==> src/rtl/nibble_word_assembler.sv <==
// rtl/nibble_word_assembler.sv - packs 4-bit nibbles LSB-first into words with flush, parity and sequence tag
module nibble_word_assembler #(
    parameter int NIBBLES = 4,
    parameter int SEQ_W   = 8,
    parameter int W       = 4 * NIBBLES,
    parameter int CW      = $clog2(NIBBLES + 1)
) (
    input  logic             clk,
    input  logic             rst,
    input  logic             in_valid,
    output logic             in_ready,
    input  logic [3:0]       in_data,
    input  logic             flush,
    output logic             out_valid,
    input  logic             out_ready,
    output logic [W-1:0]     out_data,
    output logic [CW-1:0]    out_count,
    output logic             out_parity,
    output logic [SEQ_W-1:0] out_seq
);

    logic [W-1:0]     acc_q, acc_d;
    logic [CW-1:0]    cnt_q, cnt_d;
    logic             flush_pending_q, flush_pending_d;
    logic             out_valid_q, out_valid_d;
    logic [W-1:0]     out_data_q, out_data_d;
    logic [CW-1:0]    out_count_q, out_count_d;
    logic             out_parity_q, out_parity_d;
    logic [SEQ_W-1:0] out_seq_q, out_seq_d;
    logic [SEQ_W-1:0] next_seq_q, next_seq_d;

    logic             slot_free;
    logic             last_slot;
    logic             accept;
    logic             word_full;
    logic             flush_req;
    logic             load;
    logic [W-1:0]     acc_merge;
    logic [CW-1:0]    cnt_after;

    assign slot_free = !out_valid_q || out_ready;
    assign last_slot = (cnt_q == CW'(NIBBLES - 1));
    assign in_ready  = !flush_pending_q && !(last_slot && !slot_free);
    assign accept    = in_valid && in_ready;
    assign word_full = accept && last_slot;
    assign cnt_after = cnt_q + CW'(accept);

    // Accumulator with this cycle's nibble already merged in; upper nibbles stay zero.
    always_comb begin
        acc_merge = acc_q;
        for (int i = 0; i < NIBBLES; i++) begin
            if (accept && (cnt_q == CW'(i))) begin
                acc_merge[4*i +: 4] = in_data;
            end
        end
    end

    // A fresh flush only matters when something is buffered and the append did not fill the word.
    assign flush_req = !word_full && (flush_pending_q || (flush && (cnt_after != '0)));
    assign load      = word_full || (flush_req && slot_free);

    always_comb begin
        acc_d           = acc_q;
        cnt_d           = cnt_q;
        flush_pending_d = flush_pending_q;
        out_valid_d     = out_valid_q;
        out_data_d      = out_data_q;
        out_count_d     = out_count_q;
        out_parity_d    = out_parity_q;
        out_seq_d       = out_seq_q;
        next_seq_d      = next_seq_q;

        if (out_valid_q && out_ready) begin
            out_valid_d = 1'b0;
        end

        if (load) begin
            out_valid_d     = 1'b1;
            out_data_d      = acc_merge;
            out_count_d     = cnt_after;
            out_parity_d    = ^acc_merge;
            out_seq_d       = next_seq_q;
            next_seq_d      = next_seq_q + SEQ_W'(1);
            acc_d           = '0;
            cnt_d           = '0;
            flush_pending_d = 1'b0;
        end else begin
            if (accept) begin
                acc_d = acc_merge;
                cnt_d = cnt_after;
            end
            if (flush_req) begin
                flush_pending_d = 1'b1;
            end
        end
    end

    always_ff @(posedge clk) begin
        if (rst) begin
            acc_q           <= '0;
            cnt_q           <= '0;
            flush_pending_q <= 1'b0;
            out_valid_q     <= 1'b0;
            out_data_q      <= '0;
            out_count_q     <= '0;
            out_parity_q    <= 1'b0;
            out_seq_q       <= '0;
            next_seq_q      <= '0;
        end else begin
            acc_q           <= acc_d;
            cnt_q           <= cnt_d;
            flush_pending_q <= flush_pending_d;
            out_valid_q     <= out_valid_d;
            out_data_q      <= out_data_d;
            out_count_q     <= out_count_d;
            out_parity_q    <= out_parity_d;
            out_seq_q       <= out_seq_d;
            next_seq_q      <= next_seq_d;
        end
    end

    assign out_valid  = out_valid_q;
    assign out_data   = out_data_q;
    assign out_count  = out_count_q;
    assign out_parity = out_parity_q;
    assign out_seq    = out_seq_q;

endmodule
==> config.mk <==
export PLATFORM = sky130hd
export DESIGN_NAME = nibble_word_assembler
export DESIGN_NICKNAME = d
export VERILOG_FILES = /design/src/rtl/nibble_word_assembler.sv
export SDC_FILE = /design/constraint.sdc
export NUM_CORES = 1
export LEC_CHECK = 0
export ABC_AREA = 1
export BUFFER_PORTS_ARGS = -buffer_cell sky130_fd_sc_hd__buf_2
export CORE_UTILIZATION = 51
export DETAILED_ROUTE_END_ITERATION = 7
export MAX_ROUTING_LAYER = met4
export PLACE_DENSITY = 0.72
export SYNTH_ARGS = -nofsm -noshare
export SYNTH_HDL_FRONTEND = slang
export SYNTH_SLANG_ARGS = --single-unit
==> constraint.sdc <==
create_clock -name clk -period 4.58 [get_ports clk]
set_input_delay 1.374 -clock clk [delete_from_list [all_inputs] [get_ports clk]]
set_output_delay 1.374 -clock clk [all_outputs]
set_load 0.02 [all_outputs]
## Word-level counts from Yosys, hierarchy flattened

Cells that the tools add are included.

- Reductions and logical operators: 24
- Multiplexer cells: 6
- Add/sub/neg operators: 2
- Equality and inequality tests: 3

Operator list:

| operator | count |
|---|---|
| 4-bit two-way mux | 4 |
| 16-bit XOR reduction | 1 |
| 1-bit logical AND | 11 |
| 8-bit by 1-bit adder with 8-bit output (second input constant) | 1 |
| 3-bit by 2-bit equality test with 1-bit output (second input constant) | 2 |
| 1-bit logical NOT | 5 |
| 3-bit by 1-bit adder with 3-bit output | 1 |
| 3-bit by 1-bit equality test with 1-bit output (second input constant) | 1 |
| 3-bit logical NOT | 1 |
| 1-bit logical OR | 3 |
| 3-bit nonzero test | 1 |
| 1-bit two-way mux | 2 |
| 2-bit nonzero test | 1 |
| 2-bit OR reduction | 1 |

- Bits in registers: 57
- Output and inout port bits: 30
- Word-level logic and storage cells: 44
- Input bits: 9

## Depth between registers and ports, before layout

Gate-level depths: netlist of run 1.

- Depth in word-level cells: 15
- Mapped depth: 18
- Gate-level depth less buffers: 17

## Least setup slack after synthesis of run 1

No wires, ideal clock.

- Kind: input port to flip-flop
- Start: input out_ready
- End: register next_seq_q[3]
- Slack: 1402 ps
- Path buffers: 2
- Stages on the path: 15
- Data arrival time: 3063 ps
- Library setup time: 115 ps
- Required time: 4465 ps
- Path through: nor2_1 a21oi_4 nand2_4 nor2_1 ha_1 xnor2_1 nand3_1 nand2_1 nand2_2 nand2_2 nand2_4 buf_6 buf_6 a21oi_1 nor2_1

- Cells in the longest elaborated chain, start to end: 13

Ends and longest elaborated chain:

| what | line | text |
|---|---|---|
| start, declared | 15 | `input logic out_ready,` |
| 1-bit logical OR (*) | 41 | `assign slot_free = !out_valid_q \|\| out_ready;` |
| 1-bit logical NOT (*) | 43 | `assign in_ready = !flush_pending_q && !(last_slot && !slot_free);` |
| 1-bit logical AND (*) | 43 |  |
| 1-bit logical NOT (*) | 43 |  |
| 1-bit logical AND (*) | 43 |  |
| net in_ready | 11 | `output logic in_ready,` |
| 1-bit logical AND (*) | 44 | `assign accept = in_valid && in_ready;` |
| 3-bit by 1-bit adder with 3-bit output | 46 | `assign cnt_after = cnt_q + CW'(accept);` |
| 3-bit nonzero test | 59 | `assign flush_req = !word_full && (flush_pending_q \|\| (flush && (cnt_after != '0)));` |
| 1-bit logical AND | 59 |  |
| 1-bit logical OR | 59 |  |
| 1-bit logical AND | 59 |  |
| 1-bit logical AND | 60 | `assign load = word_full \|\| (flush_req && slot_free);` |
| 1-bit logical OR (*) | 60 |  |
| end signal, assigned | 118 | `next_seq_q <= next_seq_d;` |
| end, declared | 30 | `logic [SEQ_W-1:0] next_seq_q, next_seq_d;` |

The timed path passes the listed nets; every way through them passes the cells marked *.
A chain may end at the register's enable or synchronous reset.

## Final worst setup path of run 1

- Start: input out_ready
- End: output in_ready

- Cells in the longest elaborated chain, start to end: 5

Ends and longest elaborated chain:

| what | line |
|---|---|
| 1-bit logical OR | 41 |
| 1-bit logical NOT | 43 |
| 1-bit logical AND | 43 |
| 1-bit logical NOT | 43 |
| 1-bit logical AND | 43 |
| end, declared | 11 |

Every way passes these cells.

==> metrics.md, run 1 <==
| Metric | Value |
|---|---|
| Initial Util | `0.5353` |
| Synth-to-Final Area Change | `12.25%` |
| Leakage | `around 1.5 nW` |
| Post-synthesis sequential area ratio | `0.4121` |
| Mean Syn Cell Area | `between 6 and 7 um2` |
| Post-synth ARST share | `0` |
| Hold crit path type | `reg -> reg` |
| Max cap viols | `0` |
| Core ar. | `between 5000 and 6000 um2` |
| H-tree depth | `3` |
| Post-CTS setup buffers | `0` |
| CTS buffer count | `9` |
| DPL Wire Length | `around 4100 um` |
| Total gr overflow | `0` |
| #FFs+latches synth | `57` |
| Crit path kind | `in -> out` |
| Quantity of hold-fixing buffers added after cts | `0` |
| Syn Inst Count | `slightly above 400` |
| Final setup violation count | `0` |
| Iteration-0 DRC Markers | `130` |
| Switching part of the total power | `0.3892` |
| Status | `finished clean` |
| Crit path arrival time | `~2100 ps` |
| Reg-to-Reg Start | `cnt_q[0]$_SDFFE_PP0P_` |
| Total die area | `roughly 5700 um2` |
| Routed wire length | `roughly 5800 um` |
| Tightest Pin Transition | `about 900 ps` |
| Post-synth EDFFs | `0` |
| Reg power frac | `0.404` |
| P_int | `~0.94 mW` |
| Critical path startpoint category | `primary input` |
| CTS clock-pin slew for the worst setup and hold paths | `~60 ps` |
| Root Buffer Master | `clkbuf_8` |
| R2r setup slk | `approximately 2000 ps` |
| GRT Total Usage | `0.2317` |
| Vias | `~2500` |
| PnR Total Power | `approximately 1.5 mW` |
| Drt first pass iters | `4` |
| Setup WS post-layout | `around 1100 ps` |
| Comb power frac | `0.339` |
| CP max stage cell | `nor2_1` |
| Critical-path cell list | `buf_2 -> nor2_1 -> a21oi_4 -> buf_2` |
| Clock Sinks | `57` |
| CTS resizes | `0` |
| Final Max Slew Viols | `0` |
| Clk pwr share | `0.258` |
| Worst path bufs/invs | `2` |
| Synth unique cells | `28` |
| Slew HR | `0.3997` |
| P_sw | `0.5981 mW` |
| Initial antenna violation count | `0` |
| Largest delay share family, worst path | `buffers and inverters` |
| Hold Path Stages | `2` |
| Die width | `75.69 um` |
| Share of cells above drive strength 1 | `0.1525` |
| Largest fanout on the critical path | `10` |
| Fin cells | `around 520` |
| RSZ-0062 raised after global routing | `no` |
| Vias/cell | `about 4.9` |
| First-pass GRT wire length | `approximately 9600 um` |
| Worst setup path end | `in_ready` |
| DRT antenna net count | `0` |
| Number of global-route vias before repair | `between 2000 and 2500` |
| Ys Warns | `0` |
| WHS | `461.8 ps` |
| CTS tree | `built` |
| Most frequent CP cell | `buf_2` |
| Max IR drop VDD | `~0.23 mV` |
| Largest net degree at the start of global routing | `35` |
| Pwr dens | `between 400 and 500 nW/um2` |
| Worst r2r path cells | `15` |
| Critical path data required time | `~3200 ps` |
| # placed instances | `approximately 500` |
| CP startpoint | `out_ready` |
| Final nets | `about 450` |
| Syn nets | `approximately 420` |
| Part of the cycle the worst path needs | `0.7599` |
| Worst skew pair latency | `roughly 330 ps` |
| N_diodes | `0` |
| WL/cell | `about 11 um` |
| # rows | `26` |
| Post-Route Skew | `approximately 6.8 ps` |
| Setup TNS | `0 ps` |
| Fmax | `between 0.2 and 0.3 GHz` |
| Die height | `75.69 um` |
| I/O pin count | `39` |
| Pre-CTS setup slack | `about 830 ps` |
| DRC viols | `0` |
| Final hold viol count | `0` |
| Reg-to-reg endpoint | `cnt_q[1]$_SDFFE_PP0P_` |
| CP endpoint kind | `output pin` |
| Minimum clock period | `between 3000 and 4000 ps` |
| Mapped Area | `around 2800 um2` |
| Port Buffer Count | `38` |
| Slowest cell delay on critical path | `roughly 270 ps` |
| RePlAce Congestion | `0.7888` |
| Top_reg_cell synth | `dfxtp_1` |
| Crit path depth | `4` |
| Max clock buf depth | `2` |
how the worst min path moves through the flow:
stage | start | end
2_1_floorplan | next_seq_q[7]$_SDFFE_PP0P_ | next_seq_q[7]$_SDFFE_PP0P_
3_3_place_gp | next_seq_q[7]$_SDFFE_PP0P_ | next_seq_q[7]$_SDFFE_PP0P_
3_5_place_dp | out_data[0]$_SDFFE_PP0P_ | out_data[0]$_SDFFE_PP0P_
4_1_cts | out_data[0]$_SDFFE_PP0P_ | out_data[0]$_SDFFE_PP0P_
5_1_grt | out_data[5]$_SDFFE_PP0P_ | out_data[5]$_SDFFE_PP0P_
6_report | out_data[0]$_SDFFE_PP0P_ | out_data[0]$_SDFFE_PP0P_
final cells by class:
cell class / instances / area (um2)
clock buffer: 11 / 141.4
clock inverter: 4 / 20.02
fill: 507 / 2064
inverter: 44 / 167.7
multi-input combinational: 291 / 1353
sequential: 57 / 1141
tap: 70 / 87.58
timing repair buffer: 39 / 197.7
layer usage:
layer / track usage / up-vias / part of all wire
met5: - / - / 0
met3: 0.05026 / 10 / 0.055
met4: 0.1029 / 0 / 0.015
met2: 0.3591 / 51 / 0.44
li1: - / 1356 / -
met1: 0.2905 / 1087 / 0.49
worst reg2reg max path, delay by kind of cell, from the launching register on:
family          cells  cell delay, ps
simple gates       10            1160
flops               1             400
compound gates      2             310
buf+inv             1             270
xor+xnor            1             200
fa+ha+maj           1             180
stage by stage:
step | area [um2] | util
after CTS | 3108 | 0.6009
final | 3108 | 0.6009
after floorplan | 2769 | -
after global routing | 3108 | 0.6009
after global placement | 2947 | 0.5697
after detailed placement | 2947 | 0.5697
sequential cells by signal, summed over array words and instances, names as in the netlist:
| name | flops |
|---|---|
| acc_q | 16 |
| cnt_q | 3 |
| flush_pending_q | 1 |
| next_seq_q | 8 |
| out_count | 3 |
| out_data | 16 |
| out_parity | 1 |
| out_seq | 8 |
| out_valid | 1 |
Yosys cell counts, types with 3 or more instances:
| cell type | count | area share |
|---|---|---|
| a21oi_1 | 32 | 0.058 |
| buf_2 | 5 | 0.0090 |
| buf_6 | 5 | 0.020 |
| clkbuf_1 | 3 | 0.0041 |
| dfxtp_1 | 57 | 0.41 |
| inv_1 | 42 | 0.057 |
| nand2_1 | 143 | 0.19 |
| nand2_4 | 3 | 0.012 |
| nand3_1 | 9 | 0.016 |
| nand4_1 | 10 | 0.023 |
| nor2_1 | 35 | 0.047 |
| o21ai_0 | 16 | 0.029 |
| o21ai_1 | 24 | 0.043 |
| xor2_1 | 5 | 0.016 |
kinds of logic (layout without fill, tap and decap cells):
group | Yosys count | after routing | synth area share
AOI/OAI and AO/OA | 73 | 73 | 0.1360
adders and majority gates | 2 | 2 | 0.009036
DFF | 57 | 57 | 0.4121
buffers and inverters | 59 | 98 | 0.09941
xor gates and xnor gates | 7 | 7 | 0.02485
and+or+nand+nor | 209 | 209 | 0.3186
cell usage in the layout, fill, tap and decap left out, drive strengths merged:
cell | Yosys | routed
xor2 | 6 | 6
xnor2 | 1 | 1
dfxtp | 57 | 57
or2 | 1 | 1
o21ai | 40 | 40
a21oi | 33 | 33
nand2 | 148 | 148
nand3b | 1 | 1
nand4 | 11 | 11
clkbuf | 3 | 11
nand3 | 10 | 10
ha | 2 | 2
buf | 12 | 39
nor2 | 38 | 38
clkinv | 0 | 4
inv | 44 | 44
power groups by stage:
stage	Sequential, mW	Clock (mW)	Combinational (mW)
finish	0.620	0.396	0.521
global route	0.633	0.419	0.603
CTS	0.621	0.405	0.524
detailed placement	0.631	0	0.521
global placement	0.629	0	0.514
floorplan	0.701	0	0.357
(Power assumes the default switching activity.)
==> run 2: changes to the inputs <==
- PLACE_DENSITY: 0.72 -> 0.75
- clock period: 4.58 -> 3.2 ns (I/O delays scaled with it)
==> run 2 against run 1 <==
Core utilization up 1.0 points. Design area grew 1.7%. Sequential cell count stayed put. Clock-buffer cell count unchanged.
==> metrics.md, run 2 (synthesis results as in run 1) <==
| Metric | Value |
|---|---|
| Slew HR | `0.5253` |
| Crit path arrival time | `3030 ps` |
| Worst path bufs/invs | `2` |
| # placed instances | `slightly above 500` |
| Most common cell after layout, fill and taps aside | `nand2_1` |
| DRC viols | `0` |
| Commonest non-fill, non-tap cells in the layout | `143 x nand2_1, 57 x dfxtp_1, 42 x inv_1` |
| CTS resizes | `0` |
| Most frequent CP cell | `nand2_4` |
| H-tree depth | `3` |
| Fmax | `about 0.36 GHz` |
| Largest fanout on the critical path | `19` |
| Drt first pass iters | `4` |
| Share of cells above drive strength 1 | `0.1656` |
| Critical path startpoint category | `primary input` |
| Core ar. | `a little over 5000 um2` |
| Utilization after layout | `0.6110` |
| CTS tree | `built` |
| GRT Total Usage | `0.2393` |
| Root Buffer Master | `clkbuf_8` |
| Vias | `between 2000 and 3000` |
| Total die area | `5728 um2` |
| Fin cells | `approximately 520` |
| Tightest Pin Transition | `a little over 700 ps` |
| Port Buffer Count | `38` |
| Final Max Slew Viols | `0` |
| Post-Route Skew | `roughly 6.3 ps` |
| Critical-path cell list | `buf_2 -> nor2_1 -> a21oi_4 -> nand2_4 -> nor2_1 -> ha_1 -> xnor2_1 -> nand3_1 -> nand2_1 -> nand2_2 -> nand2_2 -> nand2_4 -> inv_4 -> nand2_4 -> a21oi_1` |
| First-pass GRT wire length | `9922 um` |
| Design area | `~3200 um2` |
| # rows | `26` |
| Setup TNS | `0 ps` |
| DRT antenna net count | `0` |
| Initial Util | `0.5353` |
| I/O pin count | `39` |
| CTS clock-pin slew for the worst setup and hold paths | `60 ps` |
| RSZ-0062 raised after global routing | `no` |
| Largest delay share family, worst path | `simple AND/OR/NAND/NOR gates` |
| Crit path kind | `in -> reg` |
| Final hold viol count | `0` |
| Part of the cycle the worst path needs | `0.8663` |
| Synth-to-Final Area Change | `14.14%` |
| Final setup violation count | `0` |
| Total gr overflow | `0` |
| CP max stage cell | `nor2_1` |
| Slowest cell delay on critical path | `~250 ps` |
| CP endpoint kind | `flip-flop` |
| Post-CTS setup buffers | `0` |
| Leakage | `1.524 nW` |
| Vias/cell | `just under 5` |
| Initial antenna violation count | `0` |
| Final nets | `between 400 and 500` |
| Hold crit path type | `reg -> reg` |
| Largest net degree at the start of global routing | `23` |
| PnR Total Power | `roughly 2.2 mW` |
| RePlAce Congestion | `roughly 0.84` |
| Minimum clock period | `2772 ps` |
| Status | `finished clean` |
| Die width | `about 76 um` |
| Placed inst area | `about 3000 um2` |
| Max IR drop VDD | `~0.28 mV` |
| Worst skew pair latency | `between 300 and 400 ps` |
| Max cap viols | `0` |
| Quantity of hold-fixing buffers added after cts | `0` |
| Clock Sinks | `57` |
| Die height | `roughly 76 um` |
| Max clock buf depth | `2` |
| Number of global-route vias before repair | `2324` |
| N_diodes | `0` |
| CTS buffer count | `9` |
| Pwr dens | `between 700 and 800 nW/um2` |
| Routed wire length | `6050 um` |
| Critical path data required time | `between 3000 and 4000 ps` |
| Iteration-0 DRC Markers | `66` |
| WL/cell | `~12 um` |
| DPL Wire Length | `between 4000 and 5000 um` |
run 2: report_power, final:
group / switching, mW / total, mW / internal [mW]
Clock: 0.274 / 0.565 / 0.292
Combinational: 0.532 / 0.776 / 0.244
Sequential: 0.0609 / 0.887 / 0.827
run 2: worst reg2reg max path, delay by kind of cell (launching register included):
kind | cells | cell delay [ps]
and+or+nand+nor | 10 | 1080
DFF | 1 | 400
AOI/OAI and AO/OA | 2 | 280
xor gates and xnor gates | 1 | 220
buffers and inverters | 1 | 210
adders and majority gates | 1 | 180
run 2: path summary, 6_finish.rpt:
kind                                    to                      from  cells past startpoint  slack (ps)
setup / recovery     cnt_q[2]$_SDFFE_PP0P_                 out_ready                     15         430
hold reg to reg   out_data[7]$_SDFFE_PP0P_  out_data[7]$_SDFFE_PP0P_                      2         460
hold / removal    out_data[7]$_SDFFE_PP0P_  out_data[7]$_SDFFE_PP0P_                      2         460
setup reg to reg     cnt_q[2]$_SDFFE_PP0P_     cnt_q[0]$_SDFFE_PP0P_                     15         770
run 2: through the flow:
step / hold slack (ps) / setup WS, ps
after global placement: 448.4 / 172.1
after floorplan: 439.0 / 435.7
after CTS: 465.5 / 419.3
after global routing: 483.8 / 194.2
final: 460.8 / 427.7
after detailed placement: 456.2 / 73.54
run 2: area by class of cell:
type / instances / area (um2)
clock buffers: 11 / 141.4
clock inverters: 4 / 20.02
fillers: 485 / 2012
inverters: 44 / 167.7
multi-input cells: 291 / 1353
flip-flops and latches: 57 / 1141
well taps: 70 / 87.58
repair buffers: 46 / 250.2
run 2: metal layers:
layer	routed length [um]	track usage	part of all wire
met1	2887	0.2702	0.48
met2	2874	0.3998	0.48
met3	226	0.07011	0.037
met4	61	0.09259	0.010
met5	0	-	0
==> run 3: changes to the inputs <==
- ABC_AREA: 1 -> not set
- CORE_UTILIZATION: 51 -> 50
==> run 3 against run 2 <==
Sequential power down 10%. Design area fell by 7.2%. Via count shrank 26%. Power down 21%. Critical path depth decreased by 4. Area after synthesis shrank 11%.
==> metrics.md, run 3 <==
| Metric | Value |
|---|---|
| Post-synth ARST share | `0` |
| Drt first pass iters | `4` |
| Synth-to-Final Area Change | `18.39%` |
| Mean Syn Cell Area | `~9.5 um2` |
| DPL Wire Length | `3352 um` |
| N_diodes | `0` |
| Commonest cells post-synth | `63 x nor2_1, 57 x dfxtp_1, 30 x mux2i_1` |
| Crit path arrival time | `just over 3000 ps` |
| Final nets | `between 300 and 400` |
| Hold crit path type | `reg -> reg` |
| Routed wire length | `between 4000 and 5000 um` |
| Largest fanout on the critical path | `10` |
| Syn Inst Count | `262` |
| Max cap viols | `0` |
| Synth area leaders | `dfxtp_1 46%, mux2i_1 12%, nor2_1 9.6%` |
| WL/cell | `~13 um` |
| Core ar. | `~4800 um2` |
| CTS tree | `built` |
| Final hold viol count | `0` |
| Part of the cycle the worst path needs | `0.8689` |
| WHS | `approximately 480 ps` |
| Initial antenna violation count | `0` |
| Root Buffer Master | `clkbuf_8` |
| DRC viols | `0` |
| Post-CTS setup buffers | `0` |
| Placed inst area | `~2800 um2` |
| Die height | `between 70 and 80 um` |
| CTS clock-pin slew for the worst setup and hold paths | `approximately 60 ps` |
| CP max stage cell | `o31a_2` |
| Vias/cell | `approximately 5` |
| Crit path kind | `in -> reg` |
| CP endpoint kind | `flip-flop` |
| # rows | `25` |
| Total gr overflow | `0` |
| Comb power frac | `0.203` |
| CP startpoint | `out_ready` |
| Port Buffer Count | `38` |
| Total die area | `between 5000 and 6000 um2` |
| RSZ-0062 raised after global routing | `no` |
| Top_reg_cell synth | `dfxtp_1` |
| Syn nets | `about 270` |
| DRT antenna net count | `0` |
| Most frequent CP cell | `nor2_1` |
| GRT Total Usage | `0.2188` |
| Slew HR | `0.4922` |
| Leakage | `1.293 nW` |
| Max clock buf depth | `2` |
| Utilization after layout | `0.6166` |
| Pwr dens | `roughly 600 nW/um2` |
| Switching part of the total power | `0.3048` |
| Critical path startpoint category | `primary input` |
| Quantity of hold-fixing buffers added after cts | `0` |
| Reg-to-Reg Start | `cnt_q[2]$_SDFFE_PP0P_` |
| Status | `finished clean` |
| Slowest cell delay on critical path | `approximately 370 ps` |
| Most common cell after layout, fill and taps aside | `nor2_1` |
| Final Max Slew Viols | `0` |
| Cell with the most instances after synthesis | `nor2_1` |
| Worst Hold Launch | `out_seq[5]$_SDFFE_PP0P_` |
| Post-synthesis sequential area ratio | `0.4608` |
| PnR Total Power | `1.762 mW` |
| Setup TNS | `0 ps` |
| Clk pwr share | `0.344` |
| Final setup violation count | `0` |
| First-pass GRT wire length | `8300 um` |
| H-tree depth | `3` |
| Largest net degree at the start of global routing | `38` |
| Fmax | `0.3597 GHz` |
| Area fraction of the dominant cell type after synthesis | `0.4608` |
| Cell accounting for the most synthesized area | `dfxtp_1` |
| Minimum clock period | `around 2800 ps` |
| Tightest Pin Transition | `around 760 ps` |
| Critical-path cell list | `buf_2 -> nand2b_1 -> nor2_1 -> nor2_1 -> ha_1 -> xor2_1 -> o31a_1 -> o31a_2 -> or2_1 -> buf_4 -> nor2_1` |
| Vias | `about 1900` |
| Design area | `between 2000 and 3000 um2` |
| RePlAce Congestion | `0.9390` |
| Iteration-0 DRC Markers | `~150` |
| Commonest non-fill, non-tap cells in the layout | `63 x nor2_1, 57 x dfxtp_1, 38 x buf_2` |
| #FFs+latches synth | `57` |
| Share of cells above drive strength 1 | `0.2150` |
| Number of global-route vias before repair | `around 1800` |
| Worst skew pair latency | `between 300 and 400 ps` |
| Reg power frac | `0.452` |
| P_int | `between 1 and 1.5 mW` |
| P_sw | `0.5370 mW` |
| Clock Sinks | `57` |
| Initial Util | `0.5208` |
| CTS buffer count | `9` |
| Synth unique cells | `35` |
| CTS resizes | `0` |
| Max IR drop VDD | `about 0.43 mV` |
| Post-Route Skew | `roughly 5.8 ps` |
| Die width | `a little over 70 um` |
| Post-synth EDFFs | `0` |
| I/O pin count | `39` |
| Mapped Area | `~2500 um2` |
| Ys Warns | `0` |
| Critical path data required time | `~3500 ps` |
[run 3: changes by cell type in the layout (fill, tap and decap cells not counted), sizes merged, moves of 5 or more]
cell / delta
nand3: -6
nand2: -139
nor2: +25
inv: -41
mux2i: +30
o21ai: -40
xor2: +5
a211oi: +17
xnor2: +16
a21oi: -26
nand4: -8
[run 3: final cells by class]
| cell class | instances | area (um2) |
|---|---|---|
| Fill cell | 443 | 1823 |
| Sequential cell | 57 | 1141 |
| Timing Repair Buffer | 44 | 247.7 |
| Multi-Input combinational cell | 187 | 1266 |
| Clock inverter | 5 | 30.03 |
| Tap cell | 67 | 83.83 |
| Clock buffer | 11 | 151.4 |
| Inverter | 3 | 11.26 |
[run 3: per-layer routing]
layer  GRT usage  up-vias  share of wire
li1            -      972              -
met1      0.2654      881           0.47
met2      0.3115       47           0.46
met3     0.08056       12          0.050
met4      0.1242        0          0.019
met5           -        -              0
[run 3: final timing paths]
path                                       end  slack (ps)  cells after the start
setup reg to reg  flush_pending_q$_SDFFE_PP0P_         640                      9
setup / recovery  flush_pending_q$_SDFFE_PP0P_         420                     11
hold / removal         out_seq[5]$_SDFFE_PP0P_         480                      2
hold reg to reg        out_seq[5]$_SDFFE_PP0P_         480                      2
[run 3: kinds of logic after synthesis]
group           after synthesis  synth area share
simple gates                 96            0.1809
flops                        57            0.4608
compound gates               30           0.08742
mux                          30            0.1213
xor+xnor                     29            0.1112
buf+inv                      18           0.02830
fa+ha+maj                     2           0.01010
[run 3: power groups by stage]
stage               Clock [mW]  Sequential (mW)  Combinational [mW]
global route             0.660            0.804               0.393
finish                   0.607            0.797               0.358
detailed placement           0            0.812               0.358
floorplan                    0            0.854               0.215
CTS                      0.624            0.798               0.361
global placement             0            0.811               0.351
[run 3: stage by stage]
stage          setup WS (ps)  cells
2_1_floorplan          218.2    262
4_1_cts                438.9    374
3_5_place_dp           81.01    358
3_3_place_gp           159.9    358
6_report               419.7    374
5_1_grt                295.7    374
[run 3: worst max-delay path, delay by kind of cell]
family	cells	cell delay [ps]
AND/OR/NAND/NOR	5	780
adder cells (fa/ha/maj)	1	210
buffers and inverters	2	310
XOR/XNOR	1	160
AO/OA/AOI/OAI	2	640
